$ cat config.mk
export PLATFORM = sky130hd
export DESIGN_NAME = audio_info_frame_parser
export DESIGN_NICKNAME = d
export VERILOG_FILES = /design/src/rtl/hdmi_infoframe_pkg.sv /design/src/rtl/infoframe_checksum.sv /design/src/rtl/audio_info_frame_parser.sv
export SDC_FILE = /design/constraint.sdc
export NUM_CORES = 1
export LEC_CHECK = 0
export BUFFER_PORTS_ARGS = -buffer_cell sky130_fd_sc_hd__buf_2
export CORE_UTILIZATION = 40
export CTS_CLUSTER_SIZE = 24
export DETAILED_ROUTE_END_ITERATION = 7
export MAX_ROUTING_LAYER = met4
export PLACE_DENSITY = 0.67
export SYNTH_ARGS = -nofsm -noshare
export SYNTH_HDL_FRONTEND = slang
export SYNTH_HIERARCHICAL = 1
export SYNTH_SLANG_ARGS = --single-unit
$ cat constraint.sdc
create_clock -name clk_pixel -period 5.05 [get_ports clk_pixel]
set_input_delay 1.01 -clock clk_pixel [delete_from_list [all_inputs] [get_ports clk_pixel]]
set_output_delay 1.01 -clock clk_pixel [all_outputs]
set_load 0.005 [all_outputs]
$ cat src/rtl/hdmi_infoframe_pkg.sv
// Shared InfoFrame constants, parser state and audio field layout.
// Used by the audio InfoFrame generator and parser.
package hdmi_infoframe_pkg;

  localparam logic [7:0] IF_TYPE_AUDIO = 8'h84;
  localparam logic [7:0] IF_TYPE_AVI   = 8'h82;
  localparam logic [7:0] IF_TYPE_SPD   = 8'h83;

  localparam int HB_COUNT = 3;
  localparam int PB_COUNT = 28;

  localparam logic [4:0] IF_MAX_LEN = 5'd27;

  typedef enum logic [1:0] {
    PS_IDLE,
    PS_HEADER,
    PS_BODY
  } parse_state_e;

  // PB1 / PB2 / PB5 field positions
  localparam int PB1_CT_LSB  = 4;
  localparam int PB1_CC_LSB  = 0;
  localparam int PB2_SF_LSB  = 2;
  localparam int PB2_SS_LSB  = 0;
  localparam int PB5_DMI_BIT = 7;
  localparam int PB5_LSV_LSB = 3;
  localparam int PB5_LFE_LSB = 0;

  typedef struct packed {
    logic [3:0] coding_type;
    logic [2:0] channel_count;
    logic [2:0] sampling_frequency;
    logic [1:0] sample_size;
    logic [7:0] channel_allocation;
    logic       down_mix_inhibited;
    logic [3:0] level_shift_value;
    logic [1:0] lfe_playback_level;
  } audio_fields_t;

endpackage

$ cat src/rtl/infoframe_checksum.sv
// Running mod-256 InfoFrame byte sum; is_zero_o reflects the sum
// after this cycle's clear/load/add takes effect.
module infoframe_checksum (
  input  logic       clk_i,
  input  logic       rst_i,
  input  logic       clear_i,
  input  logic       load_i,
  input  logic       add_i,
  input  logic [7:0] data_i,
  output logic       is_zero_o
);

  logic [7:0] sum_q;
  logic [7:0] sum_d;

  always_comb begin
    sum_d = sum_q;
    if (clear_i)
      sum_d = 8'd0;
    else if (load_i)
      sum_d = data_i;
    else if (add_i)
      sum_d = sum_q + data_i;
  end

  always_ff @(posedge clk_i or posedge rst_i) begin
    if (rst_i)
      sum_q <= 8'd0;
    else
      sum_q <= sum_d;
  end

  assign is_zero_o = (sum_d == 8'd0);

endmodule

$ cat src/rtl/audio_info_frame_parser.sv
// Audio InfoFrame receiver: header/checksum validation and
// latching of decoded audio fields for the audio sink.
module audio_info_frame_parser
  import hdmi_infoframe_pkg::*;
#(
  parameter logic [7:0] EXPECTED_VERSION = 8'd1,
  parameter logic [4:0] MIN_LENGTH       = 5'd10
) (
  input  logic       clk_pixel,
  input  logic       reset,
  input  logic [7:0] byte_in,
  input  logic       byte_valid,
  input  logic       byte_sop,
  output logic [3:0] coding_type,
  output logic [2:0] channel_count,
  output logic [2:0] sampling_frequency,
  output logic [1:0] sample_size,
  output logic [7:0] channel_allocation,
  output logic       down_mix_inhibited,
  output logic [3:0] level_shift_value,
  output logic [1:0] lfe_playback_level,
  output logic       fields_valid,
  output logic       frame_done,
  output logic       checksum_error,
  output logic       header_error
);

  parse_state_e  state_q, state_d;
  logic [4:0]    idx_q, idx_d;
  logic          hdr_ok_q, hdr_ok_d;
  logic [4:0]    len_q, len_d;
  audio_fields_t shadow_q, shadow_d;
  audio_fields_t fields_q, fields_d;
  logic          valid_q, valid_d;
  logic          done_q, done_d;
  logic          cerr_q, cerr_d;
  logic          herr_q, herr_d;

  logic          ck_clear;
  logic          ck_load;
  logic          ck_add;
  logic          ck_zero;
  logic [4:0]    pb;
  logic          len_ok;

  assign pb = idx_q - 5'(HB_COUNT);

  assign len_ok = (byte_in[4:0] >= MIN_LENGTH)
               && (byte_in[4:0] <= IF_MAX_LEN);

  infoframe_checksum u_cksum (
    .clk_i     (clk_pixel),
    .rst_i     (reset),
    .clear_i   (ck_clear),
    .load_i    (ck_load),
    .add_i     (ck_add),
    .data_i    (byte_in),
    .is_zero_o (ck_zero)
  );

  always_comb begin
    state_d  = state_q;
    idx_d    = idx_q;
    hdr_ok_d = hdr_ok_q;
    len_d    = len_q;
    shadow_d = shadow_q;
    fields_d = fields_q;
    valid_d  = valid_q;
    done_d   = 1'b0;
    cerr_d   = 1'b0;
    herr_d   = 1'b0;
    ck_clear = 1'b0;
    ck_load  = 1'b0;
    ck_add   = 1'b0;

    if (byte_valid && byte_sop) begin
      ck_load  = 1'b1;
      idx_d    = 5'd1;
      hdr_ok_d = (byte_in == IF_TYPE_AUDIO);
      state_d  = PS_HEADER;
    end else if (byte_valid) begin
      unique case (state_q)
        PS_IDLE: ;
        PS_HEADER: begin
          ck_add = 1'b1;
          idx_d  = idx_q + 5'd1;
          if (idx_q == 5'd1) begin
            hdr_ok_d = hdr_ok_q
                    && (byte_in == EXPECTED_VERSION);
          end else if (hdr_ok_q
                    && (byte_in[7:5] == 3'd0)
                    && len_ok) begin
            len_d   = byte_in[4:0];
            state_d = PS_BODY;
          end else begin
            herr_d   = 1'b1;
            ck_clear = 1'b1;
            state_d  = PS_IDLE;
          end
        end
        PS_BODY: begin
          ck_add = (pb <= len_q);
          idx_d  = idx_q + 5'd1;
          unique case (pb)
            5'd1: begin
              shadow_d.coding_type =
                byte_in[PB1_CT_LSB +: 4];
              shadow_d.channel_count =
                byte_in[PB1_CC_LSB +: 3];
            end
            5'd2: begin
              shadow_d.sampling_frequency =
                byte_in[PB2_SF_LSB +: 3];
              shadow_d.sample_size =
                byte_in[PB2_SS_LSB +: 2];
            end
            5'd4: shadow_d.channel_allocation = byte_in;
            5'd5: begin
              shadow_d.down_mix_inhibited =
                byte_in[PB5_DMI_BIT];
              shadow_d.level_shift_value =
                byte_in[PB5_LSV_LSB +: 4];
              shadow_d.lfe_playback_level =
                byte_in[PB5_LFE_LSB +: 2];
            end
            default: ;
          endcase
          // Decision uses the sum including this byte.
          if (pb == 5'(PB_COUNT - 1)) begin
            state_d = PS_IDLE;
            if (ck_zero) begin
              fields_d = shadow_q;
              valid_d  = 1'b1;
              done_d   = 1'b1;
            end else begin
              cerr_d = 1'b1;
            end
          end
        end
        default: state_d = PS_IDLE;
      endcase
    end
  end

  always_ff @(posedge clk_pixel or posedge reset) begin
    if (reset) begin
      state_q  <= PS_IDLE;
      idx_q    <= 5'd0;
      hdr_ok_q <= 1'b0;
      len_q    <= 5'd0;
      shadow_q <= '0;
      fields_q <= '0;
      valid_q  <= 1'b0;
      done_q   <= 1'b0;
      cerr_q   <= 1'b0;
      herr_q   <= 1'b0;
    end else begin
      state_q  <= state_d;
      idx_q    <= idx_d;
      hdr_ok_q <= hdr_ok_d;
      len_q    <= len_d;
      shadow_q <= shadow_d;
      fields_q <= fields_d;
      valid_q  <= valid_d;
      done_q   <= done_d;
      cerr_q   <= cerr_d;
      herr_q   <= herr_d;
    end
  end

  assign coding_type        = fields_q.coding_type;
  assign channel_count      = fields_q.channel_count;
  assign sampling_frequency = fields_q.sampling_frequency;
  assign sample_size        = fields_q.sample_size;
  assign channel_allocation = fields_q.channel_allocation;
  assign down_mix_inhibited = fields_q.down_mix_inhibited;
  assign level_shift_value  = fields_q.level_shift_value;
  assign lfe_playback_level = fields_q.lfe_playback_level;
  assign fields_valid       = valid_q;
  assign frame_done         = done_q;
  assign checksum_error     = cerr_q;
  assign header_error       = herr_q;

endmodule

==> metrics.md, run 1 <==
| Metric | Value |
|---|---|
| RSZ-0062 raised after global routing | `no` |
| Startpoint types | `flop` |
| CTS tree | `done` |
| Syn Area/Cell | `12.0 sq um` |
| Fin. Hold Viols | `0` |
| 1st-iter DRT viols | `149` |
| Die Y | `103 um` |
| Cell Rows | `36` |
| Final Core Density | `47.1%` |
| Post-Route WL | `8.31 mm` |
| Number of CTS-inserted buffers | `9` |
| Setup TNS | `0 ps` |
| Clk sinks | `79` |
| Filler cells | `901` |
| Area leader, netlist | `dfrtp_1` |
| Gr ovfl total | `0` |
| Max stage delay on crit path | `520 ps` |
| CTS Buffer Depth | `2` |
| CP Cell Sequence | `ha_1, xor2_1, inv_1, ha_1, nand3_1, o22ai_1, a31oi_1, o2bb2ai_1, buf_4, mux2i_1, a211oi_1, nor4_1, nand4_1, nor4_2, nand3_1, buf_4, mux2_2` |
| Final slew viol count | `0` |
| Critical path arrival | `4440 ps` |
| Setup slack after layout | `859 ps` |
| Clock-pin slew on the worst setup and hold paths | `90 ps` |
| Port Buffers | `42` |
| Root Driver | `clkbuf_8` |
| Postcts setup bufs | `0` |
| Synthesized instance count | `342` |
| Min cycle time layout | `4190 ps` |
| Multi-input logic area | `1980 sq um` |
| Initial antenna violation count | `0` |
| Endpoints failing setup | `0` |
| H-tree levels | `3` |
| Drc violations | `0` |
| # IOs | `43` |
| Vias in the first global route | `2673` |
| Die area | `10700 sq um` |
| First-pass GRT wire length | `13.6 mm` |
| Initial Util | `41.6%` |
| Worst endpoint required time | `5300 ps` |
| Final net count | `418` |
| Core area | `9860 sq um` |
| Final Cell Area | `4650 sq um` |
| First-pass DRT Iterations | `5` |
| Count leader, synth | `dfrtp_1` |
| Max frequency | `0.239 GHz` |
| Synth area leaders | `dfrtp_1, mux2_2, ha_1, a31oi_4, inv_1` |
| CP Class | `reg -> reg` |
| Crit share post-route | `83.0%` |
| Post-synth ARST share | `100%` |
| Vias | `2814` |
| Run status | `complete, no violations` |
| Max-Cap Viols | `0` |
| Synthesis-to-finish area growth | `13.1%` |
| Routed wire per std cell | `15.9 um` |
| DP Wirelength | `6.06 mm` |
| Crit path max fanout | `17` |
| Largest net degree at the start of global routing | `43` |
| Placement Setup Slack | `892 ps` |
| Routed vias/inst | `5.38` |
| CP Buf/Inv Count | `3` |
| Gpl congestion | `0.822` |
| Worst hold margin | `469 ps` |
| Max-slew headroom at the worst pin | `43.4%` |
| Worst-Margin Slew | `848 ps` |
| Slowest cell on crit path | `dfrtp_1` |
| Layout Skew | `9.87 ps` |
| Post-synth EDFFs | `0` |
| Worst vdd ir | `0.211 mV` |
| Total GRT Usage | `17.6%` |
| Die X-Extent | `103 um` |
| Commonest cells post-synth | `dfrtp_1, mux2_2, ha_1, inv_1` |
| Library cells used by synthesis | `54` |
| Final antenna diode count | `0` |
| Post-synth top area share | `48.1%` |
| Synthesized area | `4110 sq um` |
| Layout cells sized above 1 | `34.4%` |
| Seq/Total Area, Yosys | `48.1%` |
| Pwr Density | `384 nW/um^2` |
| CP delay by family, top | `simple AND/OR/NAND/NOR gates` |
| Net Count, Synth | `375` |
| Remaining antenna violation count after routing | `0` |
| Number of synthesized register bits | `79` |
| Ys Warns | `6` |
| Cts hold-fix bufs | `0` |
| Quantity of gates resized following cts | `0` |
| Top_reg_cell synth | `dfrtp_1` |
| Leakage power | `2.30 nW` |
| Storage element area | `1980 sq um` |
| Dpl cell area | `4440 sq um` |
| Worst skew pair latency | `360 ps` |
| Worst hold path class | `reg -> reg` |
| Worst Setup End Kind | `flop` |
-- worst reg2reg max path, delay by kind of cell, from the launching register on --
family | cells | cell delay (ps)
buffers and inverters | 3 | 630
AOI/OAI and AO/OA | 4 | 470
xor gates and xnor gates | 1 | 280
DFF | 1 | 520
and+or+nand+nor | 5 | 1010
adders and majority gates | 2 | 680
muxes | 2 | 500
-- placed cells by master (no fill, tap or decap), drive strengths merged, types with 2 or more instances in the layout --
cell type / n
o21ai: 10
nand2: 13
mux2: 58
a211o: 2
nand3b: 3
buf: 46
nand3: 11
a2111oi: 3
nor3b: 3
or3: 2
nor2b: 6
nand4b: 4
a21o: 4
nand2b: 5
and2: 3
or4b: 2
nor2: 9
xor2: 3
nor3: 3
nand4: 3
inv: 24
a211oi: 5
nor4b: 3
a21oi: 13
ha: 20
clkbuf: 9
dfrtp: 79
o2bb2ai: 2
o2111ai: 2
or2: 3
nor4: 2
a31oi: 10
a22o: 2
mux2i: 6
-- registers in the layout, summed over array words and instances, names as in the netlist, 2 cells and up --
name,flops
sampling_frequency,3
u_cksum/sum_q,8
level_shift_value,4
channel_allocation,8
shadow_q,27
coding_type,4
len_q,5
sample_size,2
state_q,2
lfe_playback_level,2
idx_q,5
channel_count,3
-- final timing paths --
| kind | startpoint | endpoint | slack (ps) | depth (start not counted) |
|---|---|---|---|---|
| worst max-delay path | idx_q[1]$_DFFE_PP0P_ | channel_count[0]$_DFFE_PP0P_ | 860 | 17 |
| worst min-delay path | fields_valid$_DFFE_PP0P_ | fields_valid$_DFFE_PP0P_ | 470 | 1 |
| worst max register to register | idx_q[1]$_DFFE_PP0P_ | channel_count[0]$_DFFE_PP0P_ | 860 | 17 |
| worst min register to register | fields_valid$_DFFE_PP0P_ | fields_valid$_DFFE_PP0P_ | 470 | 1 |
| max in group asynchronous | reset | shadow_q[21]$_DFFE_PP0P_ | 3340 | 3 |
| min in group asynchronous | reset | u_cksum/sum_q[5]$_DFF_PP0_ | 630 | 2 |
-- stage by stage --
step,instances,power [mW]
2_1_floorplan,342,1.19
3_3_place_gp,507,1.29
3_5_place_dp,507,1.30
4_1_cts,523,1.80
5_1_grt,523,1.91
6_report,523,1.79
-- kinds of logic after synthesis --
logic type	synth area share [%]
buffers and inverters	3.69
AND/OR/NAND/NOR	12.1
adder cells (fa/ha/maj)	6.58
flip-flops	48.1
AO/OA/AOI/OAI	11.3
XOR/XNOR	0.853
multiplexers	17.4
-- area by class of cell --
type	count	share of cell area (%)
repair buffers	46	5.17
inverters	20	1.62
well taps	133	3.58
clock buffers	9	2.67
clock inverters	7	1.80
multi-input cells	229	42.6
flip-flops and latches	79	42.6
-- per-layer routing --
metal  share of wire [%]  track usage, %
met1                  46            23.1
met2                  48            27.8
met3                 4.9            3.97
met4                0.71            4.23
met5                   0               -
-- power by group --
group | internal, mW | switching [mW]
Combinational | 0.238 | 0.321
Sequential | 0.680 | 0.0558
Clock | 0.238 | 0.254
Note: power is estimated with default switching activity, not from simulation.
==> run 2: changes to the inputs <==
==> constraint.sdc (replaced) <==
create_clock -name clk_pixel -period 4.2 [get_ports clk_pixel]
set_input_delay 0.84 -clock clk_pixel [delete_from_list [all_inputs] [get_ports clk_pixel]]
set_output_delay 0.84 -clock clk_pixel [all_outputs]
set_load 0.005 [all_outputs]
==> run 2 against run 1 <==
Routed wire length grew 4.2%. Largest power group unchanged. Sequential power grew 18%. Clock power grew 23%.
==> metrics.md, run 2 (synthesized netlist as in run 1, its figures left out) <==
| Metric | Value |
|---|---|
| Initial Util | `41.6% (unchanged)` |
| Layout Skew | `9.83 ps (-0.0383 ps)` |
| Largest net degree at the start of global routing | `44 (+2.3%)` |
| Max frequency | `0.255 GHz (+7.0%)` |
| Initial antenna violation count | `0 (unchanged)` |
| Remaining antenna violation count after routing | `0 (unchanged)` |
| Port Buffers | `42 (unchanged)` |
| Fin. Hold Viols | `0 (unchanged)` |
| DP Wirelength | `6.27 mm (+3.3%)` |
| Setup TNS | `0 ps (unchanged)` |
| Vias in the first global route | `2793 (+4.5%)` |
| Layout cells sized above 1 | `37.0% (+2.6 points)` |
| Routed vias/inst | `5.33 (-0.97%)` |
| Number of CTS-inserted buffers | `9 (unchanged)` |
| Root Driver | `clkbuf_8` |
| Reg2Reg Capture Point | `channel_count[0]$_DFFE_PP0P_` |
| Worst hold path class | `in -> async` |
| Die X-Extent | `103 um (unchanged)` |
| Total GRT Usage | `18.1% (+0.52 points)` |
| Worst vdd ir | `0.218 mV (+3.3%)` |
| Worst R2R Setup Slack | `280 ps (-570 ps)` |
| Worst skew pair latency | `370 ps (about the same)` |
| Placement Setup Slack | `140 ps (-752 ps)` |
| First-pass DRT Iterations | `4 (-1)` |
| First-pass GRT wire length | `14.0 mm (+2.6%)` |
| Max FFs per register | `27 (unchanged)` |
| Largest Register | `shadow_q` |
| Clock-pin slew on the worst setup and hold paths | `90 ps (about the same)` |
| Final Cell Area | `4780 sq um (+2.9%)` |
| Most common cell after layout, fill and taps aside | `dfrtp_1` |
| Drc violations | `0 (unchanged)` |
| RSZ-0062 raised after global routing | `no` |
| R2R depth | `18 (+1)` |
| Crit path max fanout | `17 (unchanged)` |
| Final Core Density | `48.5% (+1.4 points)` |
| Gpl congestion | `0.862 (+4.9%)` |
| Worst endpoint required time | `4450 ps (-850 ps)` |
| Post-Route WL | `8.66 mm (+4.2%)` |
| R2r startpoint | `idx_q[0]$_DFFE_PP0P_` |
| Min cycle time layout | `3920 ps (-275 ps)` |
| Clk sinks | `79 (unchanged)` |
| H-tree levels | `3 (unchanged)` |
| Worst-Margin Slew | `624 ps (-225 ps)` |
| Die area | `10700 sq um (unchanged)` |
| Worst Setup End Kind | `flop` |
| Critical path arrival | `4160 ps (-280 ps)` |
| Most frequent cells in the layout | `dfrtp_1, mux2_2, buf_2` |
| Routed wire per std cell | `16.2 um (+1.7%)` |
| Max-Cap Viols | `0 (unchanged)` |
| Setup slack after layout | `284 ps (-575 ps)` |
| Gr ovfl total | `0 (unchanged)` |
| CTS Buffer Depth | `2 (unchanged)` |
| Crit share post-route | `93.2% (+10 points)` |
| Vias | `2856 (+1.5%)` |
| Startpoint types | `flop` |
| CTS tree | `done` |
| # IOs | `43 (unchanged)` |
| Pwr Density | `468 nW/um^2 (+22%)` |
| CP Class | `reg -> reg` |
| Synthesis-to-finish area growth | `16.4%` |
| Endpoints failing setup | `0 (unchanged)` |
| Final net count | `431 (+3.1%)` |
| Run status | `complete, no violations` |
| Max-slew headroom at the worst pin | `57.8% (+14 points)` |
| Leakage power | `2.38 nW (+3.5%)` |
| Total power | `2.23 mW (+25%)` |
| Worst hold margin | `435 ps (-33.7 ps)` |
| Placed instance count | `520 (+2.6%)` |
| Final antenna diode count | `0 (unchanged)` |
| Core area | `9860 sq um (unchanged)` |
| Cts hold-fix bufs | `0 (unchanged)` |
| Cell Rows | `36 (unchanged)` |
| Final slew viol count | `0 (unchanged)` |
| Post-Layout Cell Count | `536 (+2.5%)` |
| 1st-iter DRT viols | `76 (-49%)` |
| Worst setup path startpoint | `idx_q[0]$_DFFE_PP0P_` |
| Dpl cell area | `4560 sq um (+2.8%)` |
| Die Y | `103 um (unchanged)` |
run 2: power by group:
group / total [mW] / internal, mW / leakage [nW] / switching, mW
sequential: 0.872 / 0.818 / 1.07 / 0.0535
clock: 0.606 / 0.286 / 0.103 / 0.320
combinational: 0.757 / 0.333 / 1.20 / 0.424
run 2: final cells by class:
| type | count | area [sq um] |
|---|---|---|
| Fill cell | 894 | 5080 |
| Inverter | 20 | 75.1 |
| Multi-Input combinational cell | 229 | 1990 |
| Tap cell | 133 | 166 |
| Clock buffer | 9 | 124 |
| Clock inverter | 7 | 83.8 |
| Sequential cell | 79 | 1980 |
| Timing Repair Buffer | 59 | 363 |
run 2: worst max path at each step:
stage	to	depth (start not counted)	slack, ps
after CTS	channel_count[0]$_DFFE_PP0P_	16	130
final	channel_count[0]$_DFFE_PP0P_	18	280
after detailed placement	lfe_playback_level[0]$_DFFE_PP0P_	16	140
after global placement	lfe_playback_level[1]$_DFFE_PP0P_	16	270
after floorplan	channel_count[0]$_DFFE_PP0P_	20	460
after global routing	channel_count[0]$_DFFE_PP0P_	18	20
run 2: what timing repair did:
item                                    CTS  global route
endpoints found under the setup margin    0            27
hold endpoints to repair                  0             0
buffers inserted                          0             0
resized for setup                         0             2
run 2: layer usage:
| metal | track usage, % | vias up | routed length [um] |
|---|---|---|---|
| met4 | 6.28 | 0 | 167 |
| met5 | - | - | 0 |
| met1 | 23.8 | 1406 | 4110 |
| met2 | 26.6 | 69 | 3920 |
| met3 | 5.44 | 20 | 464 |
| li1 | - | 1361 | - |
run 2: critical path: stages, from the launching register on:
cell and delay (ps):
dfrtp_1 420, buf_4 170, a21oi_1 260, xor2_1 190, ha_1 280, nand2_1 70, o22ai_1 50, a31oi_1 190
o2bb2ai_2 140, buf_4 200, nor2_1 100, a2111oi_0 60, buf_4 160, nor4_1 310, nand4_1 150, nor4_2 340
nand3_2 200, buf_12 210, mux2_2 270
==> run 3: changes to the inputs <==
--- a/config.mk
+++ b/config.mk
@@ -10,7 +10,7 @@
 export CTS_CLUSTER_SIZE = 24
 export DETAILED_ROUTE_END_ITERATION = 7
 export MAX_ROUTING_LAYER = met4
-export PLACE_DENSITY = 0.67
+export PLACE_DENSITY = 0.61
 export SYNTH_ARGS = -nofsm -noshare
 export SYNTH_HDL_FRONTEND = slang
 export SYNTH_HIERARCHICAL = 1
==> run 3 against run 2 <==
Register-to-register slack improved by 70 ps. First-iteration DRC count rose by 32%. Non-clock buffer count rose by 1. Maximum frequency rose by 1.8%. Power fell by 0.99%. Worst hold slack improved by 25 ps. Die area did not move. Global-route usage rose by 1.0 points. Routed wire length rose by 1.2%. Worst setup slack improved by 70 ps. Largest power group unchanged.
==> metrics.md, run 3 (synthesized netlist as in run 1, its figures left out) <==
| Metric | Value |
|---|---|
| Dpl cell area | `4560 sq um (-0.11%)` |
| DP Wirelength | `6.54 mm (+4.4%)` |
| Crit share post-route | `91.6% (-1.7 points)` |
| Initial Util | `41.6% (unchanged)` |
| Clk sinks | `79 (unchanged)` |
| Worst hold margin | `460 ps (+25.5 ps)` |
| Layout Skew | `12.6 ps (+2.76 ps)` |
| Setup slack after layout | `354 ps (+69.9 ps)` |
| Pwr Density | `464 nW/um^2 (-0.86%)` |
| Drc violations | `0 (unchanged)` |
| CP delay by family, top | `compound AO/OA/AOI/OAI gates` |
| Largest net degree at the start of global routing | `40 (-9.1%)` |
| Final antenna diode count | `0 (unchanged)` |
| Routed vias/inst | `5.39 (+1.2%)` |
| CP dominant cell by count | `ha_1` |
| Max stage delay on crit path | `530 ps (+110 ps)` |
| Filler cells | `898 (+0.45%)` |
| Gpl congestion | `0.889 (+3.2%)` |
| Largest Register | `shadow_q` |
| Storage element area | `1980 sq um (unchanged)` |
| Die Y | `103 um (unchanged)` |
| Clock-pin slew on the worst setup and hold paths | `90 ps (about the same)` |
| CP Cell Sequence | `ha_1, nor3_1, xor2_1, ha_1, o22ai_1, a31oi_1, o2bb2ai_2, buf_4, nor2_1, a2111oi_0, nor4_1, nand4_1, nor4_2, nand3_1, buf_12, mux2_2` |
| Synthesis-to-finish area growth | `16.2%` |
| Post-Route WL | `8.77 mm (+1.2%)` |
| Top sig layer | `met4` |
| Metal3 WL | `408 um (-12%)` |
| # IOs | `43 (unchanged)` |
| Post-Layout Cell Count | `537 (+0.19%)` |
| Critical path arrival | `4090 ps (-70 ps)` |
| CP Class | `reg -> reg` |
| RSZ-0062 raised after global routing | `no` |
| Setup TNS | `0 ps (unchanged)` |
| Number of CTS-inserted buffers | `9 (unchanged)` |
| First-pass DRT Iterations | `4 (unchanged)` |
| Worst endpoint required time | `4440 ps (about the same)` |
| Fin. Hold Viols | `0 (unchanged)` |
| CTS tree | `done` |
| Startpoint types | `flop` |
| Endpoints failing setup | `0 (unchanged)` |
| Multi-input logic area | `1990 sq um (-0.25%)` |
| Die area | `10700 sq um (unchanged)` |
| Crit path max fanout | `29 (+12)` |
| Final net count | `432 (+0.23%)` |
| 1st-iter DRT viols | `100 (+32%)` |
| Layout cells sized above 1 | `36.9% (-0.092 points)` |
| Max frequency | `0.260 GHz (+1.8%)` |
| Reg2Reg Capture Point | `channel_count[0]$_DFFE_PP0P_` |
| Run status | `complete, no violations` |
| First-pass GRT wire length | `14.6 mm (+4.3%)` |
| Most frequent cells in the layout | `dfrtp_1, mux2_2, buf_2` |
| Max-slew headroom at the worst pin | `53.2% (-4.6 points)` |
| Cell Rows | `36 (unchanged)` |
| Final Cell Area | `4770 sq um (-0.13%)` |
| Slowest cell on crit path | `a2111oi_0` |
| Total power | `2.21 mW (-0.99%)` |
| R2r startpoint | `idx_q[0]$_DFFE_PP0P_` |
| Leakage power | `2.38 nW (+0.19%)` |
| Initial antenna violation count | `0 (unchanged)` |
| Total GRT Usage | `19.1% (+1.0 points)` |
| Routed wire per std cell | `16.3 um (+1.0%)` |
| Min cycle time layout | `3850 ps (-69.9 ps)` |
| Worst vdd ir | `0.239 mV (+9.8%)` |
| Remaining antenna violation count after routing | `0 (unchanged)` |
| Worst R2R Setup Slack | `350 ps (+70 ps)` |
| Placed instance count | `521 (+0.19%)` |
| Vias in the first global route | `2915 (+4.4%)` |
| Die X-Extent | `103 um (unchanged)` |
| R2R depth | `16 (-2)` |
| Worst-Margin Slew | `701 ps (+77.4 ps)` |
| Max FFs per register | `27 (unchanged)` |
| CTS Buffer Depth | `2 (unchanged)` |
| Max-Cap Viols | `0 (unchanged)` |
| Wire length on met2 | `4.17 mm (+6.2%)` |
| Port Buffers | `42 (unchanged)` |
| Root Driver | `clkbuf_8` |
| Final Core Density | `48.4% (-0.063 points)` |
| H-tree levels | `3 (unchanged)` |
| M1 wire length | `4.06 mm (-1.3%)` |
| Vias | `2895 (+1.4%)` |
| Gr ovfl total | `0 (unchanged)` |
| Placement Setup Slack | `211 ps (+70.8 ps)` |
| Final slew viol count | `0 (unchanged)` |
| Cts hold-fix bufs | `0 (unchanged)` |
| Core area | `9860 sq um (unchanged)` |
| Worst Setup End Kind | `flop` |
| CP Buf/Inv Count | `2 (-2)` |
| Most common cell after layout, fill and taps aside | `dfrtp_1` |
| Worst skew pair latency | `370 ps (about the same)` |
| Worst hold path class | `in -> async` |
-- run 3: area by class of cell --
type                    count  area share [%]
well taps                 133            3.49
clock inverters             7            1.83
repair buffers             60            7.50
inverters                  20            1.57
multi-input cells         229            41.6
clock buffers               9            2.60
flip-flops and latches     79            41.4
-- run 3: worst max path at each step --
| stage | from | end | slack (ps) | cells after the start |
|---|---|---|---|---|
| after floorplan | idx_q[0]$_DFFE_PP0P_ | channel_count[0]$_DFFE_PP0P_ | 460 | 20 |
| after global placement | idx_q[0]$_DFFE_PP0P_ | channel_allocation[4]$_DFFE_PP0P_ | 310 | 16 |
| after detailed placement | idx_q[0]$_DFFE_PP0P_ | channel_count[0]$_DFFE_PP0P_ | 210 | 16 |
| after CTS | idx_q[0]$_DFFE_PP0P_ | channel_count[0]$_DFFE_PP0P_ | 190 | 16 |
| after global routing | idx_q[0]$_DFFE_PP0P_ | channel_count[1]$_DFFE_PP0P_ | 40 | 16 |
| final | idx_q[0]$_DFFE_PP0P_ | channel_count[0]$_DFFE_PP0P_ | 350 | 16 |
-- run 3: per-layer routing --
layer,track usage [%],vias up
li1,-,1363
met1,23.9,1446
met2,29.6,72
met3,4.30,14
met4,8.67,0
met5,-,-
-- run 3: timing repair --
| item | in CTS | in global routing |
|---|---|---|
| resized for setup | 0 | 1 |
| setup endpoints to repair | 0 | 27 |
| setup buffers | 0 | 0 |
-- run 3: power breakdown --
group | switching, mW | leakage (nW) | total [mW] | internal, mW
clock network | 0.314 | 0.108 | 0.603 | 0.289
registers | 0.0533 | 1.07 | 0.871 | 0.818
logic | 0.417 | 1.20 | 0.738 | 0.321
